===== config.mk =====
export PLATFORM = sky130hd
export DESIGN_NAME = ad7799_scan_seq
export DESIGN_NICKNAME = d
export VERILOG_FILES = /design/src/rtl/ad7799_pkg.sv /design/src/rtl/ad7799_result_fifo.sv /design/src/rtl/ad7799_scan_seq.sv
export SDC_FILE = /design/constraint.sdc
export NUM_CORES = 1
export LEC_CHECK = 0
export BUFFER_PORTS_ARGS = -buffer_cell sky130_fd_sc_hd__clkbuf_2
export CAP_MARGIN = 20
export CORE_MARGIN = 3
export CORE_UTILIZATION = 54
export CTS_CLUSTER_DIAMETER = 50
export DETAILED_ROUTE_END_ITERATION = 7
export PLACE_DENSITY = 0.8
export SLEW_MARGIN = 5
export SYNTH_ARGS = -nofsm -noshare
export SYNTH_HDL_FRONTEND = slang
export SYNTH_HIERARCHICAL = 1
export SYNTH_SLANG_ARGS = --single-unit

===== constraint.sdc =====
create_clock -name phy_clk -period 4.2 [get_ports phy_clk]
set_input_delay 0.42 -clock phy_clk [delete_from_list [all_inputs] [get_ports phy_clk]]
set_output_delay 0.42 -clock phy_clk [all_outputs]
set_load 0.05 [all_outputs]

===== src/rtl/ad7799_pkg.sv =====
// rtl/ad7799_pkg.sv - AD7799 register selects, sequencer states and channel/config helpers
package ad7799_pkg;

    localparam logic [2:0] RS_COMM   = 3'd0;
    localparam logic [2:0] RS_STATUS = 3'd0;
    localparam logic [2:0] RS_MODE   = 3'd1;
    localparam logic [2:0] RS_CONFIG = 3'd2;
    localparam logic [2:0] RS_DATA   = 3'd3;
    localparam logic [2:0] RS_ID     = 3'd4;
    localparam logic [2:0] RS_IO     = 3'd5;
    localparam logic [2:0] RS_OFFSET = 3'd6;
    localparam logic [2:0] RS_FS     = 3'd7;

    typedef enum logic [3:0] {
        IDLE, RST_REQ, RST_WAIT, RST_DLY, CFG_REQ, CFG_WAIT, CONV_REQ, CONV_WAIT, NEXT
    } seq_state_t;

    // CONFIG register layout: U/B at bit 12, gain at 10:8, BUF at 4, channel at 2:0.
    function automatic logic [23:0] cfg_word(input logic unipolar, input logic [2:0] gain,
                                             input logic buf_en, input logic [1:0] ch);
        return {8'h00, 3'b000, unipolar, 1'b0, gain, 2'b00, 1'b0, buf_en, 1'b0, 1'b0, ch};
    endfunction

    function automatic logic [1:0] lowest_ch(input logic [2:0] mask);
        return mask[0] ? 2'd0 : (mask[1] ? 2'd1 : 2'd2);
    endfunction

    // Next enabled channel above cur, wrapping to the lowest enabled one.
    function automatic logic [1:0] next_ch(input logic [2:0] mask, input logic [1:0] cur);
        logic [1:0] r;
        logic       found;
        r     = lowest_ch(mask);
        found = 1'b0;
        for (int i = 0; i < 3; i++) begin
            if (!found && mask[i] && (i > int'(cur))) begin
                r     = 2'(i);
                found = 1'b1;
            end
        end
        return r;
    endfunction

endpackage


===== src/rtl/ad7799_result_fifo.sv =====
// rtl/ad7799_result_fifo.sv - first-word-fall-through sync FIFO for tagged samples
// Ports: clk, reset (async high), push/din write side, pop/data read side
// (data reads 0 while empty), empty, full, count occupancy.
module ad7799_result_fifo #(
    parameter int WIDTH = 26,
    parameter int DEPTH = 8
) (
    input  logic                     clk,
    input  logic                     reset,
    input  logic                     push,
    input  logic [WIDTH-1:0]         din,
    input  logic                     pop,
    output logic [WIDTH-1:0]         data,
    output logic                     empty,
    output logic                     full,
    output logic [$clog2(DEPTH):0]   count
);
    localparam int AW = $clog2(DEPTH);

    logic [WIDTH-1:0] mem [DEPTH];
    logic [AW-1:0]    wr_ptr;
    logic [AW-1:0]    rd_ptr;
    logic             do_pop;
    logic             do_push;

    assign empty   = (count == '0);
    assign full    = (count == (AW+1)'(DEPTH));
    assign do_pop  = pop && !empty;
    // A pop in the same cycle frees the slot, so a push on full still lands.
    assign do_push = push && (!full || do_pop);
    assign data    = empty ? '0 : mem[rd_ptr];

    always_ff @(posedge clk) begin
        if (do_push) mem[wr_ptr] <= din;
    end

    always_ff @(posedge clk or posedge reset) begin
        if (reset) begin
            wr_ptr <= '0;
            rd_ptr <= '0;
            count  <= '0;
        end else begin
            if (do_push) wr_ptr <= wr_ptr + 1'b1;
            if (do_pop)  rd_ptr <= rd_ptr + 1'b1;
            case ({do_push, do_pop})
                2'b10:   count <= count + 1'b1;
                2'b01:   count <= count - 1'b1;
                default: count <= count;
            endcase
        end
    end

endmodule


===== src/rtl/ad7799_scan_seq.sv =====
// rtl/ad7799_scan_seq.sv - AD7799 channel-scan sequencer with tagged result FIFO
// Ports: phy_clk/reset (async high); start/stop/cont and latched scan settings;
// drv_* request strobes and busy/ready/dout from the SPI driver; rd_en/rd_data/
// empty/full/count FIFO read side; running, sticky overrun and timeout status.
module ad7799_scan_seq
    import ad7799_pkg::*;
#(
    parameter int unsigned FIFO_DEPTH   = 8,
    parameter int unsigned RST_DELAY    = 2000,
    parameter int unsigned CONV_TIMEOUT = 1 << 20
) (
    input  logic                          phy_clk,
    input  logic                          reset,
    input  logic                          start,
    input  logic                          stop,
    input  logic                          cont,
    input  logic [2:0]                    ch_mask,
    input  logic [2:0]                    gain,
    input  logic [3:0]                    rate,
    input  logic                          unipolar,
    input  logic                          buf_en,
    output logic                          drv_wrreq,
    output logic                          drv_rdreq,
    output logic                          drv_reset_req,
    output logic                          drv_single_conv_req,
    output logic                          drv_cont_conv_req,
    output logic                          drv_conv_mode,
    output logic [2:0]                    drv_rs,
    output logic [23:0]                   drv_din,
    input  logic                          drv_busy,
    input  logic                          drv_ready,
    input  logic [23:0]                   drv_dout,
    input  logic                          rd_en,
    output logic [25:0]                   rd_data,
    output logic                          empty,
    output logic                          full,
    output logic [$clog2(FIFO_DEPTH):0]   count,
    output logic                          running,
    output logic                          overrun,
    output logic                          timeout
);
    seq_state_t  state;
    logic [2:0]  mask_q;
    logic        cont_q;
    logic [2:0]  gain_q;
    logic [3:0]  rate_q;
    logic        uni_q;
    logic        buf_q;
    logic [1:0]  ch;
    logic        seen_busy;
    logic        stop_pend;
    logic [31:0] cnt;
    logic        fifo_push;

    assign drv_cont_conv_req = 1'b0;
    assign drv_conv_mode     = 1'b0;
    assign fifo_push         = (state == CONV_WAIT) && drv_ready;

    ad7799_result_fifo #(.WIDTH(26), .DEPTH(FIFO_DEPTH)) u_fifo (
        .clk   (phy_clk),
        .reset (reset),
        .push  (fifo_push),
        .din   ({ch, drv_dout}),
        .pop   (rd_en),
        .data  (rd_data),
        .empty (empty),
        .full  (full),
        .count (count)
    );

    always_ff @(posedge phy_clk or posedge reset) begin
        if (reset) begin
            state               <= IDLE;
            drv_wrreq           <= 1'b0;
            drv_rdreq           <= 1'b0;
            drv_reset_req       <= 1'b0;
            drv_single_conv_req <= 1'b0;
            drv_rs              <= '0;
            drv_din             <= '0;
            running             <= 1'b0;
            overrun             <= 1'b0;
            timeout             <= 1'b0;
            mask_q              <= '0;
            cont_q              <= 1'b0;
            gain_q              <= '0;
            rate_q              <= '0;
            uni_q               <= 1'b0;
            buf_q               <= 1'b0;
            ch                  <= '0;
            seen_busy           <= 1'b0;
            stop_pend           <= 1'b0;
            cnt                 <= '0;
        end else begin
            drv_wrreq           <= 1'b0;
            drv_rdreq           <= 1'b0;
            drv_reset_req       <= 1'b0;
            drv_single_conv_req <= 1'b0;
            if (running && stop) stop_pend <= 1'b1;
            // A same-cycle pop makes room, so only a full FIFO without pop drops.
            if (fifo_push && full && !rd_en) overrun <= 1'b1;

            case (state)
                IDLE: begin
                    if (start && ch_mask != 3'b000) begin
                        mask_q    <= ch_mask;
                        cont_q    <= cont;
                        gain_q    <= gain;
                        rate_q    <= rate;
                        uni_q     <= unipolar;
                        buf_q     <= buf_en;
                        overrun   <= 1'b0;
                        timeout   <= 1'b0;
                        stop_pend <= 1'b0;
                        running   <= 1'b1;
                        state     <= RST_REQ;
                    end
                end
                RST_REQ: if (!drv_busy) begin
                    drv_reset_req <= 1'b1;
                    seen_busy     <= 1'b0;
                    state         <= RST_WAIT;
                end
                // Busy is registered in the driver, so it rises only after the
                // pulse cycle; wait for the rise before trusting a low level.
                RST_WAIT: begin
                    if (drv_busy) seen_busy <= 1'b1;
                    else if (seen_busy) begin
                        cnt   <= '0;
                        state <= RST_DLY;
                    end
                end
                RST_DLY: begin
                    if (cnt + 32'd1 >= RST_DELAY) begin
                        ch    <= lowest_ch(mask_q);
                        state <= CFG_REQ;
                    end else begin
                        cnt <= cnt + 32'd1;
                    end
                end
                CFG_REQ: if (!drv_busy) begin
                    drv_wrreq <= 1'b1;
                    drv_rs    <= RS_CONFIG;
                    drv_din   <= cfg_word(uni_q, gain_q, buf_q, ch);
                    seen_busy <= 1'b0;
                    state     <= CFG_WAIT;
                end
                CFG_WAIT: begin
                    if (drv_busy) seen_busy <= 1'b1;
                    else if (seen_busy) state <= CONV_REQ;
                end
                CONV_REQ: if (!drv_busy) begin
                    drv_single_conv_req <= 1'b1;
                    drv_rs              <= RS_MODE;
                    drv_din             <= {20'h0, rate_q};
                    seen_busy           <= 1'b0;
                    cnt                 <= '0;
                    state               <= CONV_WAIT;
                end
                // The driver cannot be cancelled, so a timeout only flags.
                CONV_WAIT: begin
                    if (cnt >= CONV_TIMEOUT) timeout <= 1'b1;
                    else cnt <= cnt + 32'd1;
                    if (drv_busy) seen_busy <= 1'b1;
                    else if (seen_busy) state <= NEXT;
                end
                NEXT: begin
                    if (stop_pend || (next_ch(mask_q, ch) <= ch && !cont_q)) begin
                        running <= 1'b0;
                        state   <= IDLE;
                    end else begin
                        ch    <= next_ch(mask_q, ch);
                        state <= CFG_REQ;
                    end
                end
                default: state <= IDLE;
            endcase
        end
    end

endmodule

==> summary.md, run 1 <==
| Metric | Value |
|---|---|
| Initial antenna violation count | `1` |
| Clock transition at path regs | `0.05 ns` |
| Cts bufs inserted | `30` |
| IO buf count | `92` |
| CP peak stage delay | `0.66 ns` |
| Post-synthesis cell type count | `77` |
| Die width | `158 um` |
| Layout Nets | `970` |
| Vias | `7411` |
| CTS tree | `yes` |
| Final non-filler cell total | `1226` |
| Switching portion of total power | `0.381` |
| Core ar. | `0.0227 sq mm` |
| FP Rows | `55` |
| DRT Pass-1 Iters | `4` |
| Final Hold Fails | `0` |
| Via/cell ratio | `6.04` |
| Number of enable flip-flop cells after synthesis | `208` |
| Depth of the most critical reg-to-reg path | `9` |
| Overall Global Routing Usage | `0.200` |
| Flop pwr share | `0.377` |
| Fmax | `257 MHz` |
| Maximum VDD drop | `0.491 mV` |
| Largest net degree at the start of global routing | `49` |
| Worst slew pin tran | `0.875 ns` |
| Gate power share | `0.362` |
| Total of max-cap violations | `0` |
| Ratio of final minimum period to clock period | `0.925` |
| Hpwl dp | `14.6 mm` |
| Power Density | `689 mW/mm^2` |
| P_int | `0.00605 W` |
| P&R area growth vs syn | `13.3%` |
| Sum Neg Setup Slack | `0 ns` |
| Worst Hold Class | `in -> reg` |
| Clk sinks | `288` |
| Psw | `0.00373 W` |
| Clk_skew | `0.0219 ns` |
| Initial DRC Count | `394` |
| DRC | `0` |
| RD Place Congestion | `0.863` |
| Syn Area/Cell | `15.1 sq um` |
| Outcome | `completed` |
| CP max-delay cell | `or4_1` |
| Post-route ant nets | `0` |
| Relative slew slack | `0.415` |
| Critical path, cell by cell | `and4_4, nand4_4, or4_1, or4b_1, a211o_1, nor4_4, a31oi_4, or2_0, o31ai_1` |
| Asr flop ratio synth | `0.278` |
| Crit end category | `flip-flop` |
| Static Leakage | `5.26 nW` |
| Final Util | `0.625` |
| Grt ovf | `0` |
| RSZ-0062 raised after global routing | `no` |
| Number of global-route vias before repair | `7399` |
| Total wire length | `24.7 mm` |
| Synth Cell Area | `0.0125 sq mm` |
| Clk buf depth | `3` |
| Crit path max fanout | `16` |
| Yosys top cell by area | `edfxtp_1` |
| Worst setup SP type | `flip-flop` |
| Fin crit period | `3.89 ns` |
| Seq/Total Area, Yosys | `0.658` |
| Placed insts | `1169` |
| Clock power share | `0.262` |
| Final Max Tran Viols | `0` |
| Yosys warns | `6` |
| Hold depth | `3` |
| Synth Instances | `828` |
| Avg WL per Cell | `20.1 um` |
| Synth Register Bits | `288` |
| Total power | `0.00978 W` |
| First-pass GRT wire length | `39.6 mm` |
| Synth top area cells | `edfxtp_1, dfrtp_1, mux4_2` |
| CTS root buffer | `clkbuf_16` |
| Worst-Skew Late Latency | `0.56 ns` |
| Layout cell share with drive strength beyond 1 | `0.257` |
| DIE HEIGHT | `158 um` |
| Top cell type's share of synthesized area | `0.499` |
| Top_reg_cell synth | `edfxtp_1` |
| Data required, critical path | `4.64 ns` |
| Die ar. | `0.0251 sq mm` |
| Starting Density | `0.552` |
| Antenna cell count | `0` |
| Critical path class | `reg -> reg` |
| IO Pins | `112` |
| CTS H-tree lvls | `1` |
| Final setup viols | `0` |
| Critical Path AT | `4.33 ns` |
[power by group through the flow]
| stage | combinational (W) | clock, W | sequential, W |
|---|---|---|---|
| 2_1_floorplan | 0.00282 | 0 | 0.00376 |
| 3_3_place_gp | 0.00351 | 0 | 0.00373 |
| 3_5_place_dp | 0.00354 | 0 | 0.00374 |
| 4_1_cts | 0.00356 | 0.00261 | 0.00369 |
| 5_1_grt | 0.00381 | 0.00273 | 0.00374 |
| 6_report | 0.00354 | 0.00256 | 0.00368 |
[timing repair]
| action | in CTS | in global routing |
|---|---|---|
| endpoints found under the setup margin | 0 | 16 |
| buffers inserted | 0 | 0 |
| resized for setup | 0 | 2 |
| endpoints found under the hold margin | 10 | 0 |
| hold buffers | 1 | 0 |
[layout by cell type (no fill, tap or decap), types with 4 or more instances in the layout]
master     netlist  routed
edfxtp_1       208     208
clkbuf_2         0      92
dfrtp_1         80      78
nand2_1         72      72
mux4_2          52      52
clkbuf_16        0      30
nor2_1          33      29
a22o_1          25      25
nand3_1         20      20
o21ai_0         20      20
conb_1           1      19
inv_1           18      17
and2_1          14      14
clkbuf_1        25      13
buf_4           19      13
nor3_1          16      12
a21oi_1         12      12
xnor2_1         12      12
nand2b_1        11      11
or4_1           10      10
o311ai_1        10      10
nor4_1          10       9
nand4_1          8       8
ha_1             9       8
mux2i_1          7       7
a31oi_1          6       6
or3_1            6       6
o211ai_1         6       6
and3_1           5       5
nor3b_1          5       5
mux2_2           5       5
a2bb2oi_1        5       5
o41ai_1          5       5
o31ai_1          5       5
a22o_2           4       4
nor3_2           0       4
[sequential cells by signal, indices dropped and copies added, names as in the netlist]
signal               flops
cnt                     32
seen_busy                1
running                  1
uni_q                    1
rate_q                   4
u_fifo/mem             208
cont_q                   1
u_fifo/wr_ptr            3
mask_q                   3
drv_rs                   2
ch                       2
overrun                  1
state                    4
drv_wrreq                1
buf_q                    1
u_fifo/count             4
u_fifo/rd_ptr            3
timeout                  1
drv_single_conv_req      1
gain_q                   3
drv_din                  9
stop_pend                1
drv_reset_req            1
[Yosys cell counts, types with 11 or more instances]
master / instances
buf_4: 19
nand3_1: 20
buf_2: 15
a22o_1: 25
xnor2_1: 12
nor2_1: 33
mux4_2: 52
dfrtp_1: 80
a21oi_1: 12
clkbuf_1: 25
nand2_1: 72
nor3_1: 16
edfxtp_1: 208
and2_1: 14
nand2b_1: 11
inv_1: 18
o21ai_0: 20
[per-stage QoR]
step	setup slack [ns]	hold WS (ns)	area (sq um)
detailed placement	0.167	0.441	13200
floorplan	0.423	0.260	12600
global placement	0.247	0.441	13200
global route	0.0394	0.0654	14200
finish	0.313	0.0638	14200
CTS	0.125	0.0460	14200
[worst max-delay path, delay by kind of cell (launching register included)]
kind,cells,cell delay [ns]
DFF,1,0.47
and+or+nand+nor,6,2.44
AOI/OAI and AO/OA,3,0.88
[layout make-up]
class	instances	area (sq um)
clock buffers	46	841
repair buffers	107	588
flip-flops and latches	288	8250
inverters	20	75.1
fillers	1612	8520
multi-input cells	470	3940
clock inverters	10	136
well taps	285	357
[per-layer routing]
metal | vias up | wire length [um] | track usage | part of all wire
met2 | 249 | 12100 | 0.335 | 0.49
met1 | 3744 | 10400 | 0.277 | 0.42
met5 | - | 12 | 0 | 0.00049
met3 | 40 | 1610 | 0.0372 | 0.065
met4 | 2 | 498 | 0.0475 | 0.020
li1 | 3376 | - | - | -
[kinds of logic (layout without fill, tap and decap cells)]
kind of cell,count (synthesis),after routing,share of synthesized area
AO/OA/AOI/OAI,127,127,0.0785
XOR/XNOR,15,15,0.0105
adder cells (fa/ha/maj),9,9,0.00899
buffers and inverters,88,183,0.0372
flip-flops,288,288,0.658
multiplexers,65,65,0.104
other,1,19,0.000299
AND/OR/NAND/NOR,235,235,0.102
[path summary, 6_finish.rpt]
check | slack (ns) | to | from
min reg2reg | 0.47 | mask_q[2]$_DFFE_PP0P_ | mask_q[2]$_DFFE_PP0P_
max in group asynchronous | 2.70 | state[0]$_DFFE_PP0P_ | reset
min | 0.06 | rate_q[3]$_DFFE_PP0P_ | rate[3]
max reg2reg | 0.31 | cnt[2]$_DFFE_PP0P_ | cnt[2]$_DFFE_PP0P_
max | 0.31 | cnt[2]$_DFFE_PP0P_ | cnt[2]$_DFFE_PP0P_
min in group asynchronous | 0.41 | u_fifo/rd_ptr[0]$_DFFE_PP0P_ | reset
Power figures use the tool's default switching activity.
==> run 2: changes to the inputs <==
CORE_UTILIZATION = 56   (was 54)
CTS_BUF_LIST = sky130_fd_sc_hd__clkbuf_4   (was default)
PLACE_DENSITY = 0.83   (was 0.8)
==> run 2 against run 1 <==
Against the previous run: combinational power barely moved; die area fell by 3.4%; maximum frequency shrank 0.21%; sequential power up 1%; core utilization rose by 3.7 points; clock skew rose by 0.016 ns; final area grew 2.0%.
==> summary.md, run 2 (synthesis gave the netlist of run 1 again) <==
| Metric | Value |
|---|---|
| DRT Pass-1 Iters | `5 (was 4)` |
| CTS root buffer | `clkbuf_4 (was clkbuf_16)` |
| Top Family by Delay on Critical Path | `simple AND/OR/NAND/NOR gates (unchanged)` |
| Clk_skew | `0.0381 ns (was 0.0219 ns)` |
| Cts bufs inserted | `73 (was 30)` |
| FP Rows | `54 (was 55)` |
| Maximum VDD drop | `0.480 mV (was 0.491 mV)` |
| Hpwl dp | `15.8 mm (was 14.6 mm)` |
| Total power | `0.00970 W (was 0.00978 W)` |
| Layout cell share with drive strength beyond 1 | `0.309 (was 0.257)` |
| Worst setup SP type | `flip-flop (unchanged)` |
| Crit end category | `flip-flop (unchanged)` |
| Reg2Reg Setup Slack | `0.30 ns (was 0.31 ns)` |
| Power Density | `669 mW/mm^2 (was 689 mW/mm^2)` |
| Outcome | `completed (unchanged)` |
| Final Hold Fails | `0 (unchanged)` |
| Worst Hold Class | `in -> reg (unchanged)` |
| Initial antenna violation count | `2 (was 1)` |
| IO buf count | `92 (unchanged)` |
| Worst slew pin tran | `1.04 ns (was 0.875 ns)` |
| Pre-CTS setup slack | `0.325 ns (was 0.167 ns)` |
| Fin crit period | `3.90 ns (was 3.89 ns)` |
| Layout Nets | `1046 (was 970)` |
| Most flops, register | `u_fifo/mem (unchanged)` |
| Overall Global Routing Usage | `0.224 (was 0.200)` |
| Critical path, cell by cell | `ha_1, nand4_4, or4_1, or4b_1, a211o_1, nor4_4, a31oi_2, or2_0, o41ai_2 (was and4_4, nand4_4, or4_1, or4b_1, a211o_1, nor4_4, a31oi_4, or2_0, o31ai_1)` |
| Fillers | `1508 (was 1612)` |
| Number of global-route vias before repair | `8037 (was 7399)` |
| Largest registers | `u_fifo/mem (208), cnt (32), drv_din (9) (unchanged)` |
| DRC | `0 (unchanged)` |
| CTS H-tree lvls | `3 (was 1)` |
| Grt ovf | `0 (unchanged)` |
| Area occupied by multi-input gates | `0.00393 sq mm (was 0.00394 sq mm)` |
| Largest net degree at the start of global routing | `40 (was 49)` |
| Post-route ant nets | `0 (unchanged)` |
| Top Usage Layer GRT | `met2 (unchanged)` |
| Sum Neg Setup Slack | `0 ns (unchanged)` |
| Critical Path AT | `4.44 ns (was 4.33 ns)` |
| CP peak stage delay | `0.64 ns (was 0.66 ns)` |
| Critical path class | `reg -> reg (unchanged)` |
| Via/cell ratio | `5.91 (was 6.04)` |
| Ratio of final minimum period to clock period | `0.927 (was 0.925)` |
| Most frequent cells in the layout | `edfxtp_1, clkbuf_4, clkbuf_2 (was edfxtp_1, clkbuf_2, dfrtp_1)` |
| Initial DRC Count | `617 (was 394)` |
| RSZ-0062 raised after global routing | `no (unchanged)` |
| Hold WS | `0.0462 ns (was 0.0638 ns)` |
| First-pass GRT wire length | `42.4 mm (was 39.6 mm)` |
| Fmax | `257 MHz (about the same)` |
| Core ar. | `0.0219 sq mm (was 0.0227 sq mm)` |
| Avg WL per Cell | `19.8 um (was 20.1 um)` |
| RD Place Congestion | `0.860 (was 0.863)` |
| M1 GR Usage | `0.282 (was 0.277)` |
| Commonest non-fill, non-tap cell in the layout | `edfxtp_1 (unchanged)` |
| Clk sinks | `288 (unchanged)` |
| Max FFs per register | `208 (unchanged)` |
| Vias | `7877 (was 7411)` |
| PnR worst setup slack | `0.305 ns (was 0.313 ns)` |
| Total of max-cap violations | `0 (unchanged)` |
| Die width | `156 um (was 158 um)` |
| Die ar. | `0.0242 sq mm (was 0.0251 sq mm)` |
| Crit path max fanout | `12 (was 16)` |
| Clk buf depth | `3 (unchanged)` |
| Met2 Usage GRT | `0.387 (was 0.335)` |
| CTS tree | `yes (unchanged)` |
| Total wire length | `26.4 mm (was 24.7 mm)` |
| P&R area growth vs syn | `15.6% (was 13.3%)` |
| CP max-delay cell | `or4_1 (unchanged)` |
| Final Max Tran Viols | `0 (unchanged)` |
| Static Leakage | `5.52 nW (was 5.26 nW)` |
| Final setup viols | `0 (unchanged)` |
| DIE HEIGHT | `156 um (was 158 um)` |
| Relative slew slack | `0.306 (was 0.415)` |
| Storage cell area | `0.00825 sq mm (unchanged)` |
| Starting Density | `0.572 (was 0.552)` |
| Clock transition at path regs | `0.06 ns (was 0.05 ns)` |
| GR Layer Usage met3 | `0.0541 (was 0.0372)` |
| Final Util | `0.662 (was 0.625)` |
| Data required, critical path | `4.74 ns (was 4.64 ns)` |
| IO Pins | `112 (unchanged)` |
| Worst-Skew Late Latency | `0.68 ns (was 0.56 ns)` |
| Worst path buffer plus inverter count | `0 (unchanged)` |
## run 2: changes by cell type in the layout (fill, tap and decap cells not counted), moves of 2 or more
| cell | change |
|---|---|
| clkinv_1 | +9 |
| clkbuf_1 | -13 |
| clkinv_2 | -2 |
| clkbuf_8 | -3 |
| clkbuf_4 | +118 |
| clkbuf_16 | -30 |
| inv_2 | +2 |
| dlygate4sd3_1 | +30 |
| buf_4 | +4 |
## run 2: path summary, 6_finish.rpt
kind                                                 to  depth (start not counted)                  start
hold / removal               u_fifo/mem[1][8]$_DFFE_PP_                          1            drv_dout[8]
hold reg to reg                   gain_q[1]$_DFFE_PP0P_                          2  gain_q[1]$_DFFE_PP0P_
max in group asynchronous           cnt[27]$_DFFE_PP0P_                          4                  reset
setup reg to reg                    cnt[19]$_DFFE_PP0P_                          9     cnt[0]$_DFFE_PP0P_
min in group asynchronous  u_fifo/rd_ptr[0]$_DFFE_PP0P_                          3                  reset
setup / recovery                    cnt[19]$_DFFE_PP0P_                          9     cnt[0]$_DFFE_PP0P_
## run 2: power breakdown
group / total (W) / internal (W) / switching (W)
Sequential: 0.00373 / 0.00331 / 0.000427
Clock: 0.00243 / 0.00134 / 0.00110
Combinational: 0.00353 / 0.00124 / 0.00228
## run 2: cell type report
type / count / share of cell area
sequential: 288 / 0.570
timing repair buffer: 140 / 0.0620
inverter: 20 / 0.00518
clock inverter: 15 / 0.00631
multi-input combinational: 470 / 0.271
tap: 280 / 0.0242
clock buffer: 118 / 0.0612
antenna: 1 / 0.000173
## run 2: per-stage QoR
step                      cells  instance area, sq um
after floorplan             846                 12600
after detailed placement   1167                 13200
after CTS                  1329                 14500
after global routing       1332                 14500
final                      1332                 14500
after global placement     1167                 13200
## run 2: timing repair
action / CTS / global route
resized for setup: 0 / 0
hold buffers: 29 / 2
setup buffers: 0 / 0
endpoints found under the hold margin: 153 / 4
## run 2: routing by layer
metal	part of all wire	up-vias	routed length (um)
li1	-	3578	-
met4	0.023	2	609
met3	0.074	65	1940
met2	0.51	353	13600
met5	0.00049	-	13
met1	0.39	3879	10300
